### src/rtl/pulse_pair_pkg.sv
// pulse_pair_pkg: shared types and default widths for the pulse_pair_gen slice.
// Holds the FSM state enum and the latched burst configuration record.
package pulse_pair_pkg;

    localparam int DEF_CNT_W   = 16;
    localparam int DEF_BURST_W = 8;

    typedef enum logic [1:0] {
        IDLE = 2'd0,
        RUN  = 2'd1,
        DONE = 2'd2
    } pp_state_t;

    // Configuration captured when a start is accepted. Fields use the default
    // widths; builds that override CNT_W/BURST_W must not exceed them.
    typedef struct packed {
        logic [DEF_CNT_W-1:0]   period;
        logic [DEF_CNT_W-1:0]   d_offset;
        logic [DEF_CNT_W-1:0]   d_width;
        logic [DEF_CNT_W-1:0]   f_offset;
        logic [DEF_CNT_W-1:0]   f_width;
        logic [DEF_BURST_W-1:0] burst;
    } pp_cfg_t;

endpackage

### src/rtl/pulse_pair_gen_window.sv
// pulse_window: decides whether a timebase value lies inside one pulse window.
// The end of the window is formed one bit wider than the counter, so a large
// offset plus width can never wrap back into the period. Anything at or past
// the period is clipped, which also makes offset >= period a constant 0.
module pulse_window
    import pulse_pair_pkg::*;
#(
    parameter int CNT_W = DEF_CNT_W
) (
    input  logic [CNT_W-1:0] next_cnt,
    input  logic [CNT_W-1:0] offset,
    input  logic [CNT_W-1:0] width,
    input  logic [CNT_W-1:0] period,
    output logic             win
);

    logic [CNT_W:0] win_end;

    assign win_end = {1'b0, offset} + {1'b0, width};

    assign win = (next_cnt >= offset)
              && ({1'b0, next_cnt} < win_end)
              && (next_cnt < period);

endmodule

### src/rtl/pulse_pair_gen.sv
// pulse_pair_gen: register-configured burst of periodic pulses on d_out/f_out.
// A burst is `burst` periods of `period` cycles; each output is high while the
// timebase sits inside its own offset/width window. All outputs are registers
// whose next value is derived from the next timebase value, so outputs line up
// with the timebase with no extra latency.
// Optional feature: define PULSE_PAIR_OVL_CNT_EN to count RUN cycles where both
// outputs are high on ovl_cnt; without it ovl_cnt is tied to 0.
module pulse_pair_gen
    import pulse_pair_pkg::*;
#(
    parameter int CNT_W   = DEF_CNT_W,
    parameter int BURST_W = DEF_BURST_W
) (
    input  logic                     clk,
    input  logic                     rst,
    input  logic                     start,
    input  logic                     stop,
    input  logic [CNT_W-1:0]         period,
    input  logic [CNT_W-1:0]         d_offset,
    input  logic [CNT_W-1:0]         d_width,
    input  logic [CNT_W-1:0]         f_offset,
    input  logic [CNT_W-1:0]         f_width,
    input  logic [BURST_W-1:0]       burst,
    output logic                     d_out,
    output logic                     f_out,
    output logic                     busy,
    output logic                     done,
    output logic [BURST_W-1:0]       pulse_idx,
    output logic [CNT_W+BURST_W-1:0] ovl_cnt
);

    pp_state_t          state_q;
    pp_state_t          state_n;
    pp_cfg_t            cfg_q;
    pp_cfg_t            cfg_n;
    logic [CNT_W-1:0]   cnt_q;
    logic [CNT_W-1:0]   cnt_n;
    logic [BURST_W-1:0] idx_n;
    logic               busy_n;
    logic               done_n;
    logic               accept;
    logic               d_win;
    logic               f_win;
    logic               d_n;
    logic               f_n;

    logic [CNT_W-1:0]   cur_period;
    logic [CNT_W-1:0]   cur_d_offset;
    logic [CNT_W-1:0]   cur_d_width;
    logic [CNT_W-1:0]   cur_f_offset;
    logic [CNT_W-1:0]   cur_f_width;
    logic [BURST_W-1:0] cur_burst;

    logic [CNT_W-1:0]   win_period;
    logic [CNT_W-1:0]   win_d_offset;
    logic [CNT_W-1:0]   win_d_width;
    logic [CNT_W-1:0]   win_f_offset;
    logic [CNT_W-1:0]   win_f_width;

    // A start only counts from IDLE, with a usable config and no competing stop.
    assign accept = (state_q == IDLE) && start && !stop
                 && (period != '0) && (burst != '0);

    assign cur_period   = CNT_W'(cfg_q.period);
    assign cur_d_offset = CNT_W'(cfg_q.d_offset);
    assign cur_d_width  = CNT_W'(cfg_q.d_width);
    assign cur_f_offset = CNT_W'(cfg_q.f_offset);
    assign cur_f_width  = CNT_W'(cfg_q.f_width);
    assign cur_burst    = BURST_W'(cfg_q.burst);

    // On the accepting edge the config is not latched yet, so the first window
    // is evaluated straight from the inputs; afterwards from the latched copy.
    assign win_period   = accept ? period   : cur_period;
    assign win_d_offset = accept ? d_offset : cur_d_offset;
    assign win_d_width  = accept ? d_width  : cur_d_width;
    assign win_f_offset = accept ? f_offset : cur_f_offset;
    assign win_f_width  = accept ? f_width  : cur_f_width;

    pulse_window #(.CNT_W(CNT_W)) u_d_window (
        .next_cnt (cnt_n),
        .offset   (win_d_offset),
        .width    (win_d_width),
        .period   (win_period),
        .win      (d_win)
    );

    pulse_window #(.CNT_W(CNT_W)) u_f_window (
        .next_cnt (cnt_n),
        .offset   (win_f_offset),
        .width    (win_f_width),
        .period   (win_period),
        .win      (f_win)
    );

    // Outputs can only be high in a cycle that will be spent in RUN.
    assign d_n = (state_n == RUN) && d_win;
    assign f_n = (state_n == RUN) && f_win;

    // Next state, timebase, period index, status flags and config capture.
    always_comb begin
        state_n = state_q;
        cnt_n   = cnt_q;
        idx_n   = pulse_idx;
        busy_n  = busy;
        done_n  = 1'b0;
        cfg_n   = cfg_q;
        case (state_q)
            IDLE: begin
                busy_n = 1'b0;
                if (accept) begin
                    state_n        = RUN;
                    cnt_n          = '0;
                    idx_n          = '0;
                    busy_n         = 1'b1;
                    cfg_n.period   = DEF_CNT_W'(period);
                    cfg_n.d_offset = DEF_CNT_W'(d_offset);
                    cfg_n.d_width  = DEF_CNT_W'(d_width);
                    cfg_n.f_offset = DEF_CNT_W'(f_offset);
                    cfg_n.f_width  = DEF_CNT_W'(f_width);
                    cfg_n.burst    = DEF_BURST_W'(burst);
                end
            end
            RUN: begin
                if (stop) begin
                    state_n = IDLE;
                    cnt_n   = '0;
                    idx_n   = '0;
                    busy_n  = 1'b0;
                end else if (cnt_q == cur_period - CNT_W'(1)) begin
                    cnt_n = '0;
                    if (pulse_idx == cur_burst - BURST_W'(1)) begin
                        state_n = DONE;
                        idx_n   = '0;
                        busy_n  = 1'b0;
                        done_n  = 1'b1;
                    end else begin
                        idx_n = pulse_idx + BURST_W'(1);
                    end
                end else begin
                    cnt_n = cnt_q + CNT_W'(1);
                end
            end
            DONE: begin
                state_n = IDLE;
                busy_n  = 1'b0;
            end
            default: begin
                state_n = IDLE;
                cnt_n   = '0;
                idx_n   = '0;
                busy_n  = 1'b0;
            end
        endcase
    end

    // State register plus every registered output; reset may hit mid-burst.
    always_ff @(posedge clk or posedge rst) begin
        if (rst) begin
            state_q   <= IDLE;
            cfg_q     <= '0;
            cnt_q     <= '0;
            pulse_idx <= '0;
            d_out     <= 1'b0;
            f_out     <= 1'b0;
            busy      <= 1'b0;
            done      <= 1'b0;
        end else begin
            state_q   <= state_n;
            cfg_q     <= cfg_n;
            cnt_q     <= cnt_n;
            pulse_idx <= idx_n;
            d_out     <= d_n;
            f_out     <= f_n;
            busy      <= busy_n;
            done      <= done_n;
        end
    end

`ifdef PULSE_PAIR_OVL_CNT_EN
    logic [CNT_W+BURST_W-1:0] ovl_q;

    // Overlap counter: restarts on accepted start, saturates, holds when idle.
    always_ff @(posedge clk or posedge rst) begin
        if (rst) begin
            ovl_q <= '0;
        end else if (accept) begin
            ovl_q <= '0;
        end else if ((state_q == RUN) && d_out && f_out && (ovl_q != '1)) begin
            ovl_q <= ovl_q + 1'b1;
        end
    end

    assign ovl_cnt = ovl_q;
`else
    assign ovl_cnt = '0;
`endif

endmodule

### config.mk
export PLATFORM = sky130hd
export DESIGN_NAME = pulse_pair_gen
export DESIGN_NICKNAME = d
export VERILOG_FILES = /design/src/rtl/pulse_pair_pkg.sv /design/src/rtl/pulse_pair_gen_window.sv /design/src/rtl/pulse_pair_gen.sv
export SDC_FILE = /design/constraint.sdc
export NUM_CORES = 1
export LEC_CHECK = 0
export ABC_AREA = 1
export ABC_CLOCK_PERIOD_IN_PS = 5450
export BUFFER_PORTS_ARGS = -buffer_cell sky130_fd_sc_hd__buf_2
export CAP_MARGIN = 5
export CORE_MARGIN = 1.5
export CORE_UTILIZATION = 45
export DETAILED_ROUTE_END_ITERATION = 10
export SYNTH_ARGS = -nofsm -noshare
export SYNTH_HDL_FRONTEND = slang
export SYNTH_SLANG_ARGS = --single-unit
### constraint.sdc
create_clock -name clk -period 5.45 [get_ports clk]
set_input_delay 1.09 -clock clk [delete_from_list [all_inputs] [get_ports clk]]
set_output_delay 1.09 -clock clk [all_outputs]
set_load 0.005 [all_outputs]
After elaboration in Yosys (flattened, before gate mapping)

Index checks and enable logic that the tools add are counted.

Add/subtract/negate cells: 6
$lt $le $gt $ge: 5
Equal/unequal tests: 8
Multiplexer cells: 28
Bitwise gates (word level): 1
Reductions and logical operators: 17

Operators with widths:

| kind                                                                  | number |
|---|---|
| 16-bit two-way mux                                                    | 8 |
| 16-bit one-hot mux with 3 select lines                                | 1 |
| 16-bit by 16-bit adder with 17-bit output                             | 2 |
| 16-bit by 17-bit < comparator with 1-bit output                       | 2 |
| 16-bit >= comparator                                                  | 2 |
| 8-bit two-way mux                                                     | 4 |
| 8-bit one-hot mux with 3 select lines                                 | 1 |
| 16-bit by 1-bit adder with 16-bit output, second input constant       | 1 |
| 16-bit equality test                                                  | 1 |
| 16-bit < comparator                                                   | 1 |
| 16-bit nonzero test                                                   | 1 |
| 16-bit by 1-bit subtractor with 16-bit output, second input constant  | 1 |
| 1-bit logical AND                                                     | 10 |
| 8-bit by 1-bit adder with 8-bit output, second input constant         | 1 |
| 8-bit equality test                                                   | 1 |
| 1-bit two-way mux                                                     | 8 |
| 2-bit two-way mux                                                     | 4 |
| 8-bit nonzero test                                                    | 1 |
| 8-bit by 1-bit subtractor with 8-bit output, second input constant    | 1 |
| 3-bit inequality test, second input constant                          | 2 |
| 2-bit by 1-bit equality test with 1-bit output, second input constant | 2 |
| 2-bit one-hot mux with 2 select lines                                 | 1 |
| 2-bit AND reduction                                                   | 2 |
| 3-bit AND reduction                                                   | 1 |
| 6 further kinds                                                       | 6 |

Bits in registers: 118
Output and inout port bits: 36
Word-level logic and storage cells: 78

Logic depth before layout (Yosys ltp)

Gate-level depths: netlist of the first run.

Word-level depth: 11
Depth in mapped cells: 31
Gate-level depth less buffers: 30

Cells and area by module

A second synthesis of the first run with hierarchy kept.

Cell total of the unflattened synthesis: 1299
Area total of the unflattened synthesis: 10654.0 µm²

Modules (own cells, without submodules):

| module                    | times used | cells each | area an instance (µm²) |
|---|---|---|---|
| pulse_pair_gen            | 1          | 703        | 6855.3 |
| pulse_window (u_f_window) | 1          | 304        | 1918.1 |
| pulse_window (u_d_window) | 1          | 292        | 1880.6 |

Worst setup path after synthesis of the first run

Ideal clock, no wire load.

Path type: input-to-reg
Start: input period[14]
End: register d_out
Library setup time: 0.072 ns
Arrival time: 4.932 ns
Required time: 5.378 ns
Setup slack: 0.447 ns
Stages: 27
Path buffers: 2
Path through: nor4_1 > nand4_1 > nand3_1 > inv_1 > clkbuf_1 > clkbuf_1 > nand2_1 > nand2_1 > ha_1 > fa_1 > a21oi_1 > o21bai_1 > nand2_1 > o211ai_1 > a21oi_1 > o21bai_1 > nand2_1 > inv_1 > o22ai_1 > xor2_1 > ha_1 > inv_1 > nor3_1 > a211o_1 > a211oi_1 > nand4_1 > nor2_1

Cells in the longest elaborated chain, start to end: 9
Elaborated cells on any way between the ends: 18
Those cells by class: add/sub (1); order compare (3); eq/ne (1); mux (7); reduce/logical (6)

RTL lines:

| item                                                                                                       | RTL line                                                          | text |
|---|---|---|
| start, declared                                                                                            | pulse_pair_gen.sv:18                                              | `input logic [CNT_W-1:0] period,` |
| 16-bit nonzero test                                                                                        | pulse_pair_gen.sv:62                                              | `&& (period != '0) && (burst != '0);` |
| 1-bit logical AND (2 in series)                                                                            | pulse_pair_gen.sv:62                                              |  |
| 16-bit two-way mux (on tied branches)                                                                      | pulse_pair_gen.sv:74, pulse_pair_gen.sv:75, pulse_pair_gen.sv:110 |  |
| 16-bit by 16-bit adder with 17-bit output / 16-bit one-hot mux with 3 select lines (equally long branches) | pulse_pair_gen_window.sv:19, pulse_pair_gen.sv:107                |  |
| 16-bit by 17-bit < comparator with 1-bit output / 16-bit >= comparator (equally long branches)             | pulse_pair_gen_window.sv:22, pulse_pair_gen_window.sv:21          |  |
| 1-bit logical AND                                                                                          | pulse_pair_gen_window.sv:22                                       | `&& ({1'b0, next_cnt} < win_end)` |
| 1-bit logical AND                                                                                          | pulse_pair_gen_window.sv:23                                       | `&& (next_cnt < period);` |
| 1-bit logical AND (*)                                                                                      | pulse_pair_gen.sv:96                                              | `assign d_n = (state_n == RUN) && d_win;` |
| net d_n                                                                                                    | pulse_pair_gen.sv:44                                              | `logic d_n;` |
| end signal, assigned                                                                                       | pulse_pair_gen.sv:172                                             | `d_out <= d_n;` |
| end, declared                                                                                              | pulse_pair_gen.sv:24                                              | `output logic d_out,` |

The timed path passes the listed nets; every way through them passes the cells marked *.
A chain may end at the register's enable or synchronous reset.

Worst setup path after layout of the first run

Ends and elaborated chain as after synthesis.

==> flow_summary_export.csv, run 1 <==
group,metric,value,unit
run_status,outcome,"finished clean",
worst_setup_path,reg2reg_slack,870,ps
worst_setup_path,cp_common_cell,"nand2_1",
timing,timing.fmax,198,MHz
floorplanning,coreArea,20300,um^2
power,p_per_area,498,nW/um^2
clock_tree,cts_buffer_depth,2,
drt,wirelength,24700,um
drt,post-route-drc-count,0,
timing,hold_viol_final,0,
worst_setup_path,arrival,5350,ps
power,power,5680,uW
worst_setup_path,crit_family,"simple AND/OR/NAND/NOR gates",
cells_and_area,syn2layout_area_growth,21.7,%
global_route,grt_overflow,0,
cells_and_area,final_cell_mix,"nand2_1, inv_1, dfrtp_1",
global_route,grt_pass1_wl,40700,um
synthesis,synth_edf_count,0,
timing,tightest_slew,675,ps
global_route,grt_pass1_vias,8391,
clock_tree,cts.sinks,118,
drt,routedWlPerCell,14.3,um
timing,worst_clock_skew,10.4,ps
timing,setup_slack,411,ps
timing,rsz0062_at_grt,"no",
worst_setup_path,critical_path.max_stage_delay,390,ps
timing,setup_tns,0,ps
clock_tree,clkTransAtPathRegs,60,ps
worst_setup_path,start_kind,"input port",
synthesis,netlist_instances,1249,
timing,setup_viol,0,
place,portBuffers,103,
cells_and_area,n_fill_cell,1963,
worst_setup_path,worstPathMaxFanout,18,
synthesis,synth_top_flop_cell,"dfrtp_1",
cells_and_area,final_common_cell,"nand2_1",
floorplanning,io_pins,128,
clock_tree,postCtsHoldBufs,0,
worst_setup_path,crit_type,"in -> reg",
timing,hold_ws,469,ps
synthesis,yosysSeqAreaShare,31.5,%
cells_and_area,register_area,2950,um^2
place,dpl.hpwl,19400,um
synthesis,synth-async-reset-ratio,100,%
timing,period_share,92.5,%
drt,drtPass1Iterations,4,
cells_and_area,drive_gt1_share,20.0,%
synthesis,ys_seq_elements,118,
timing,post-route-min-period,5040,ps
power,power.leakage,0.00613,uW
floorplanning,rows,52,
place,pre_cts_ws,-85.6,ps
floorplanning,die_x,147,um
global_route,track_usage,23.9,%
clock_tree,root_buffer,"clkbuf_16",
drt,via_count,8510,
place,gp_congestion,0.900,
cells_and_area,n_antenna_cell,0,
clock_tree,cts-htree-levels,4,
global_route,antenna_found_initial,0,
clock_tree,post_cts_resized,0,
clock_tree,postCtsSetupBuffers,0,
clock_tree,cts_tree,"yes",
synthesis,synth_area_per_cell,7.49,um^2
drt,ant_nets,0,
min_path,hp-class,"reg -> reg",
worst_setup_path,worstSetupEndpointType,"register",
synthesis,yosys_warnings,0,
drt,first_iter_violations,340,
cells_and_area,multi_input_area,5650,um^2
worst_setup_path,cp_num_buf_inv,5,
global_route,grt_start_max_net_pins,65,
timing,slew_headroom,54.5,%
clock_tree,clock_latency,420,ps
power,vdd_ir_drop_max,0.000296,V
synthesis,ys_types,47,
clock_tree,numCtsBuffers,17,
synthesis,syn_area,9360,um^2
worst_setup_path,slowest_stage,"fa_1",
drt,via_per_inst,4.94,
cells_and_area,nets,1648,
timing,slew_viol_final,0,
floorplanning,die_height,147,um
floorplanning,die_area,21700,um^2
worst_setup_path,crit_required,5760,ps
flow_run,drv_cap,0,
floorplanning,initial_utilization,46.1,%
-- worst register-to-register path: cells and delay by family (launching register included) --
family                     cells  cell delay (ps)
DFF                            1              410
buffers and inverters          6              860
adders and majority gates      2              750
AOI/OAI and AO/OA              8             1190
xor gates and xnor gates       1              150
and+or+nand+nor               12             1100
-- sequential cells by signal (all words and copies together) (netlist names), 2 cells and up --
signal,cells
cur_f_offset,16
cur_d_offset,16
cur_burst,8
cur_d_width,16
state_q,2
cnt_q,16
cur_f_width,16
cur_period,16
pulse_idx,8
-- synth_stat cells (2+ instances only) --
master,count,area [um^2]
a2111oi_0,2,17.5
a211o_1,2,17.5
a211oi_1,8,60.1
a21oi_1,66,330
a31oi_1,4,25.0
and2_1,2,12.5
buf_4,24,180
clkbuf_1,21,78.8
dfrtp_1,118,2950
fa_1,2,40.0
ha_1,113,1410
inv_1,164,616
nand2_1,328,1230
nand2_2,2,12.5
nand2_4,2,22.5
nand3_1,49,245
nand3_2,2,20.0
nand4_1,13,81.3
nor2_1,59,221
nor2_2,6,37.5
nor2_4,2,22.5
nor3_1,25,125
nor4_1,9,56.3
o2111ai_1,3,26.3
o211ai_1,4,30.0
o21a_1,2,15.0
o21ai_0,82,410
o21bai_1,10,75.1
o22ai_1,9,56.3
o32ai_1,4,35.0
or2_2,37,231
xnor2_1,18,158
xor2_1,43,377
-- cell type report --
type                            count  area share [%]
Clock buffer                       20            4.01
Inverter                          166            5.51
Tap cell                          270            2.96
Multi-Input combinational cell    943            49.6
Sequential cell                   118            25.9
Timing Repair Buffer              195            10.7
Clock inverter                     12            1.34
-- kinds of logic (layout without fill, tap and decap cells) --
logic type	after synthesis	after routing	share of synthesized area [%]
XOR/XNOR	61	61	5.71
buffers and inverters	211	393	9.45
AO/OA/AOI/OAI	199	199	12.0
AND/OR/NAND/NOR	544	544	25.7
adder cells (fa/ha/maj)	115	115	15.5
flip-flops	118	118	31.5
other	1	24	0.0401
-- through the flow --
| step | cells | utilization (%) | cell area (um^2) |
|---|---|---|---|
| after global routing | 1724 | 56.1 | 11400 |
| after global placement | 1692 | 53.0 | 10800 |
| after floorplan | 1272 | - | 9450 |
| after CTS | 1724 | 56.0 | 11400 |
| final | 1724 | 56.1 | 11400 |
| after detailed placement | 1692 | 53.0 | 10800 |
-- where the power goes --
group	internal (uW)	total (uW)	switching, uW
Clock	742	1180	440
Combinational	1420	3220	1810
Sequential	1130	1270	135
Total	3290	5680	2380
-- metal layers --
layer | vias up | global-route usage, % | wire length [um] | part of all wire (%)
li1 | 4433 | - | - | -
met5 | - | 0 | 0 | 0
met3 | 34 | 4.04 | 835 | 3.4
met2 | 166 | 42.0 | 12200 | 49
met1 | 3877 | 29.9 | 11200 | 45
met4 | 0 | 7.25 | 538 | 2.2
-- worst paths after layout --
kind,end,startpoint,cells past startpoint
setup / recovery,d_out$_DFF_PP0_,period[14],30
hold / removal,cur_d_width[6]$_DFFE_PP0P_,cur_d_width[6]$_DFFE_PP0P_,2
setup reg to reg,d_out$_DFF_PP0_,state_q[0]$_DFF_PP0_,29
hold reg to reg,cur_d_width[6]$_DFFE_PP0P_,cur_d_width[6]$_DFFE_PP0P_,2
max in group asynchronous,cur_f_width[2]$_DFFE_PP0P_,rst,3
min in group asynchronous,cur_period[4]$_DFFE_PP0P_,rst,2
(Power assumes the default switching activity.)
==> inputs of run 2 (changes only) <==
Settings changed: ABC_AREA 1 to unset.
==> flow_summary_export.csv, run 2 <==
group,metric,value,unit
synthesis,synth_edf_count,0,
timing,setup_tns,0,ps
synthesis,synth_top_family_by_area,"multiplexers",
clock_tree,clock_latency,420,ps
power,p_per_area,487,nW/um^2
synthesis,synth_area_leaders,"dfrtp_1, mux2_2, ha_1",
cells_and_area,final_cell_mix,"mux2_2, buf_4, dfrtp_1",
synthesis,synth-compound-area-share,13.0,%
synthesis,synth_area_per_cell,9.83,um^2
timing,rsz0062_at_grt,"yes",
global_route,grt_pass1_vias,7646,
timing,worst_clock_skew,7.51,ps
timing,setup_viol,0,
floorplanning,coreArea,21000,um^2
drt,drtPass1Iterations,5,
place,dpl.hpwl,18500,um
power,vdd_ir_drop_max,0.000231,V
worst_setup_path,path_cells,"buf_2, nor4_4, nand4_1, nand3_4, buf_12, mux2_4, ha_4, fa_2, a21o_1, a211oi_2, nor2b_2, o41ai_4, o21ai_2, or4_4, o2111ai_4, nand2b_1, xnor2_1, ha_2, nor2_2, nor4bb_4, a211oi_2, o211a_1, a311oi_2",
global_route,antenna_found_initial,0,
drt,post-route-drc-count,0,
synthesis,yosysMostFrequentCell,"mux2_2",
synthesis,synth_top_area_share,30.8,%
synthesis,synth_simple_gate_area_share,12.5,%
clock_tree,cts-htree-levels,4,
power,p_clk_share,20.6,%
clock_tree,cts_buffer_depth,2,
power,netSwitchingPower,2270,uW
min_path,min_from,"busy$_DFFE_PP0P_",
clock_tree,root_buffer,"clkbuf_16",
drt,wirelength,23500,um
worst_setup_path,arrival,5750,ps
synthesis,synthAdderAreaFrac,15.2,%
clock_tree,numCtsBuffers,17,
worst_setup_path,worstSetupEndpointType,"register",
power,intPower,3650,uW
timing,slew_viol_final,0,
clock_tree,cts.sinks,118,
synthesis,yosys_warnings,0,
drt,ant_nets,0,
cells_and_area,final_common_cell,"mux2_2",
run_status,outcome,"finished clean",
drt,via_per_inst,5.36,
cells_and_area,multi_input_area,6390,um^2
place,gp_congestion,0.925,
floorplanning,die_height,149,um
synthesis,synth_top_flop_cell,"dfrtp_1",
drt,via_count,7977,
cells_and_area,register_area,2950,um^2
clock_tree,postCtsHoldBufs,0,
synthesis,synth_mux_area_share,18.1,%
timing,period_share,99.5,%
global_route,grt_overflow,0,
floorplanning,io_pins,128,
power,power.leakage,0.00605,uW
worst_setup_path,regToRegStartpoint,"cur_period[0]$_DFFE_PP0P_",
floorplanning,initial_utilization,45.7,%
worst_setup_path,crit_required,5780,ps
worst_setup_path,start_kind,"input port",
flow_run,drv_cap,0,
synthesis,synthTopCellsByCount,"mux2_2, dfrtp_1, ha_1, inv_1, o21ai_0",
global_route,grt_start_max_net_pins,59,
power,power_frac_comb,56.5,%
worst_setup_path,crit_type,"in -> reg",
synthesis,yosysSeqAreaShare,30.8,%
power,p_seq_share,22.9,%
timing,slew_headroom,47.3,%
timing,hold_viol_final,0,
worst_setup_path,cp_common_cell,"a211oi_2",
cells_and_area,n_antenna_cell,0,
cells_and_area,nets,1406,
floorplanning,die_x,149,um
global_route,grt_pass1_wl,38300,um
synthesis,synth_top_area_cell,"dfrtp_1",
synthesis,ys_types,72,
drt,first_iter_violations,303,
min_path,hp-class,"reg -> reg",
synthesis,ys_seq_elements,118,
cells_and_area,syn2layout_area_growth,26.9,%
power,power,5920,uW
timing,timing.fmax,184,MHz
timing,post-route-min-period,5420,ps
clock_tree,clkTransAtPathRegs,60,ps
floorplanning,die_area,22200,um^2
worst_setup_path,worstPathMaxFanout,4,
drt,routedWlPerCell,15.8,um
global_route,track_usage,21.9,%
cells_and_area,n_fill_cell,1896,
cells_and_area,drive_gt1_share,37.5,%
power,netSwitchingFraction,38.3,%
place,portBuffers,103,
worst_setup_path,critical_path.max_stage_delay,500,ps
synthesis,synthXorXnorAreaFrac,4.66,%
synthesis,netlist_instances,974,
clock_tree,cts_tree,"yes",
floorplanning,rows,53,
timing,tightest_slew,782,ps
worst_setup_path,slowest_stage,"or4_4",
synthesis,synth-async-reset-ratio,100,%
synthesis,syn_area,9580,um^2
worst_setup_path,startpoint,"period[7]",
==> run 2: cell types whose count changed after synthesis, sizes merged, moves of 10 or more <==
cell	before	now
and3	1	15
nand2b	0	15
nand3	51	28
nand2	332	47
a21oi	66	36
nor2	68	38
o21ai	83	65
xor2	43	25
mux2i	0	11
a21o	0	17
inv	166	65
mux2	0	144
nor2b	0	10
or2	37	4
==> run 2: layer usage <==
metal / track usage (%) / wire [um] / vias up
met5: 0 / 0 / -
met4: 5.89 / 382 / 0
met3: 3.43 / 822 / 27
met2: 37.1 / 11300 / 160
met1: 29.0 / 10900 / 3806
li1: - / - / 3984
==> run 2: worst max-delay path, delay by kind of cell <==
kind | cells | cell delay, ps
AND/OR/NAND/NOR | 8 | 1730
AO/OA/AOI/OAI | 8 | 1540
adder cells (fa/ha/maj) | 3 | 690
multiplexers | 1 | 320
buffers and inverters | 2 | 240
XOR/XNOR | 1 | 140
==> run 2: timing repair <==
action,CTS,global route
gates resized for setup,2,25
pin swaps,3,22
gates cloned,0,0
buffers inserted,6,2
endpoints found under the setup margin,2,2
==> run 2: area by class of cell <==
type	count	area share, %
timing repair buffer	235	13.0
clock buffer	18	3.61
multi-input combinational	762	52.6
sequential	118	24.3
tap	275	2.83
clock inverter	14	1.65
inverter	65	2.03
==> run 2: path summary, 6_finish.rpt <==
path,endpoint,slack (ps),cells after the start
worst max register to register,d_out$_DFF_PP0_,310,19
worst min-delay path,busy$_DFFE_PP0P_,480,2
min in group asynchronous,cur_f_width[1]$_DFFE_PP0P_,620,2
max in group asynchronous,cur_d_offset[15]$_DFFE_PP0P_,3760,3
worst max-delay path,d_out$_DFF_PP0_,30,23
worst min register to register,busy$_DFFE_PP0P_,480,2
==> run 2: stage by stage <==
step                      cell area, um^2  util (%)  std cells  worst slack [ps]  hold slack (ps)
after global routing                12200      58.0       1487              -191              504
final                               12200      58.0       1487              27.5              479
after detailed placement            11300      54.0       1447              -478              469
after floorplan                      9860         -        997             -60.6              467
after global placement              11300      54.0       1447              -303              471
after CTS                           12000      57.4       1485              48.0              482
==> run 2: logic make-up after synthesis <==
family | Yosys count
AOI/OAI and AO/OA | 190
xor gates and xnor gates | 51
adders and majority gates | 115
buffers and inverters | 117
DFF | 118
muxes | 155
other | 1
and+or+nand+nor | 227
==> run 2: power groups by stage <==
stage / logic (uW) / registers (uW) / clock network, uW
after floorplan: 2300 / 1280 / 0
after global placement: 3180 / 1360 / 0
after detailed placement: 3220 / 1370 / 0
after CTS: 3260 / 1360 / 1240
after global routing: 3750 / 1400 / 1290
final: 3340 / 1360 / 1220
==> inputs of run 3 (changes only) <==
Settings changed: CORE_MARGIN 1.5 to 8.
==> flow_summary_export.csv, run 3 (synthesis gave the netlist of run 2 again) <==
group,metric,value,unit
run_status,outcome,"finished clean",
cells_and_area,n_fill_cell,1833,
floorplanning,io_pins,128,
floorplanning,initial_utilization,45.7,%
cells_and_area,nets,1404,
timing,hold_viol_final,0,
place,gp_congestion,0.885,
cells_and_area,final_cell_mix,"mux2_2, buf_4, dfrtp_1",
clock_tree,root_buffer,"clkbuf_16",
timing,tightest_slew,748,ps
clock_tree,clkTransAtPathRegs,50,ps
worst_setup_path,start_kind,"input port",
worst_setup_path,critical_path.max_stage_delay,430,ps
timing,setup_tns,0,ps
min_path,min_from,"busy$_DFFE_PP0P_",
place,dpl.hpwl,19000,um
clock_tree,cts-htree-levels,4,
global_route,grt_overflow,0,
cells_and_area,fin_util,58.7,%
drt,via_per_inst,5.29,
global_route,track_usage,18.4,%
drt,first_iter_violations,494,
worst_setup_path,slowest_stage,"or4_4",
global_route,grt_start_max_net_pins,53,
worst_setup_path,worstPathMaxFanout,13,
power,vdd_ir_drop_max,0.000253,V
drt,via_count,7857,
worst_setup_path,cp_num_buf_inv,3,
clock_tree,clock_latency,420,ps
clock_tree,cts_tree,"yes",
floorplanning,die_x,162,um
worst_setup_path,worstSetupEndpointType,"register",
power,power.leakage,0.00610,uW
clock_tree,numCtsBuffers,17,
drt,routedWlPerCell,16.3,um
min_path,min_to,"busy$_DFFE_PP0P_",
timing,timing.fmax,190,MHz
global_route,grt_pass1_wl,39100,um
worst_setup_path,arrival,5580,ps
power,power,5980,uW
place,dp_cells,1442,
timing,post-route-min-period,5270,ps
floorplanning,die_area,26200,um^2
floorplanning,die_height,162,um
global_route,antenna_found_initial,0,
timing,slew_headroom,49.6,%
floorplanning,rows,53,
timing,period_share,96.6,%
timing,rsz0062_at_grt,"yes",
cells_and_area,syn2layout_area_growth,28.3,%
flow_run,drv_cap,0,
min_path,timing.hold.worst_path_depth,2,
power,p_per_area,487,nW/um^2
timing,hold_ws,488,ps
worst_setup_path,crit_required,5760,ps
min_path,hp-class,"reg -> reg",
drt,post-route-drc-count,0,
worst_setup_path,r2r-end,"d_out$_DFF_PP0_",
drt,ant_nets,0,
worst_setup_path,reg2reg_slack,290,ps
clock_tree,postCtsHoldBufs,0,
drt,drtPass1Iterations,5,
place,portBuffers,103,
drt,wirelength,24300,um
cells_and_area,final_common_cell,"mux2_2",
cells_and_area,drive_gt1_share,37.8,%
timing,worst_clock_skew,12.6,ps
worst_setup_path,crit_type,"in -> reg",
clock_tree,cts_buffer_depth,2,
worst_setup_path,regToRegStartpoint,"cur_period[0]$_DFFE_PP0P_",
floorplanning,coreArea,21000,um^2
timing,setup_viol,0,
worst_setup_path,crit_family,"simple AND/OR/NAND/NOR gates",
worst_setup_path,reg2reg_depth,18,
cells_and_area,n_antenna_cell,0,
timing,slew_viol_final,0,
cells_and_area,fin_cells,1485,
clock_tree,cts.sinks,118,
worst_setup_path,path_cells,"buf_8, nor4_4, nand4_1, nand3_4, buf_12, buf_12, mux2_2, fa_2, a21o_1, a211oi_2, nor2b_2, o41ai_4, o21ai_1, or4_4, o2111ai_2, nand2b_1, xnor2_1, ha_2, nor2_2, nor4bb_4, a211oi_2, o211a_1, a311oi_2",
global_route,grt_pass1_vias,7847,
-- run 3: cell types whose count changed in the layout (fill, tap and decap cells not counted), moves of 3 or more --
| cell | previous run | this run |
|---|---|---|
| buf_2 | 102 | 98 |
| buf_6 | 2 | 5 |
| clkinv_2 | 1 | 4 |
| clkinv_4 | 5 | 1 |
| ha_1 | 110 | 107 |
| ha_4 | 2 | 5 |
| nor4_4 | 2 | 5 |
-- run 3: final cells by class --
class                      count  area (um^2)  area share [%]
multi-input combinational    762         6460            52.6
timing repair buffer         233         1610            13.1
clock buffer                  19          453            3.69
tap                          275          344            2.80
clock inverter                13          225            1.83
sequential                   118         2950            24.0
inverter                      65          246            2.01
-- run 3: worst max-delay path by stage --
stage	cells after the start	endpoint	slack (ps)	startpoint
6_report	23	d_out$_DFF_PP0_	180	period[15]
5_1_grt	24	f_out$_DFF_PP0_	-90	period[15]
4_1_cts	22	d_out$_DFF_PP0_	9	period[9]
3_5_place_dp	22	d_out$_DFF_PP0_	-370	period[9]
3_3_place_gp	22	d_out$_DFF_PP0_	-220	period[14]
2_1_floorplan	25	d_out$_DFF_PP0_	-60	period[14]
-- run 3: per-stage QoR --
stage / instance area [um^2] / setup slack, ps
after floorplan: 9860 / -60.6
after global placement: 11300 / -217
after detailed placement: 11300 / -375
after CTS: 12000 / 9.14
after global routing: 12300 / -86.9
final: 12300 / 185
-- run 3: timing repair --
action,in CTS,in global routing
setup endpoints to repair,0,2
resized for setup,0,42
setup buffers,0,10
-- run 3: worst reg2reg max path, cell delays in order, from the launching register on --
cell	delay [ps]
dfrtp_1	420
inv_1	80
ha_1	210
or4b_1	470
or4_4	450
a311oi_2	340
nor4_2	110
nand2_1	390
nand3_1	120
o21ai_0	620
ha_1	370
a21o_1	160
a21oi_1	140
nor2_1	60
a2111oi_0	300
nor2_1	90
a211oi_1	190
o211ai_1	230
a311oi_2	300
-- run 3: layer usage --
layer | global-route usage (%) | routed length [um] | vias to the layer above
met5 | 0 | 0 | -
met1 | 23.6 | 11100 | 3699
met2 | 30.8 | 11700 | 152
met4 | 5.85 | 379 | 0
li1 | - | - | 3983
met3 | 3.21 | 1060 | 23
-- run 3: power by group --
| part | switching [uW] | internal [uW] |
|---|---|---|
| registers | 210 | 1140 |
| clock network | 424 | 880 |
| logic | 1590 | 1730 |
| total | 2220 | 3760 |
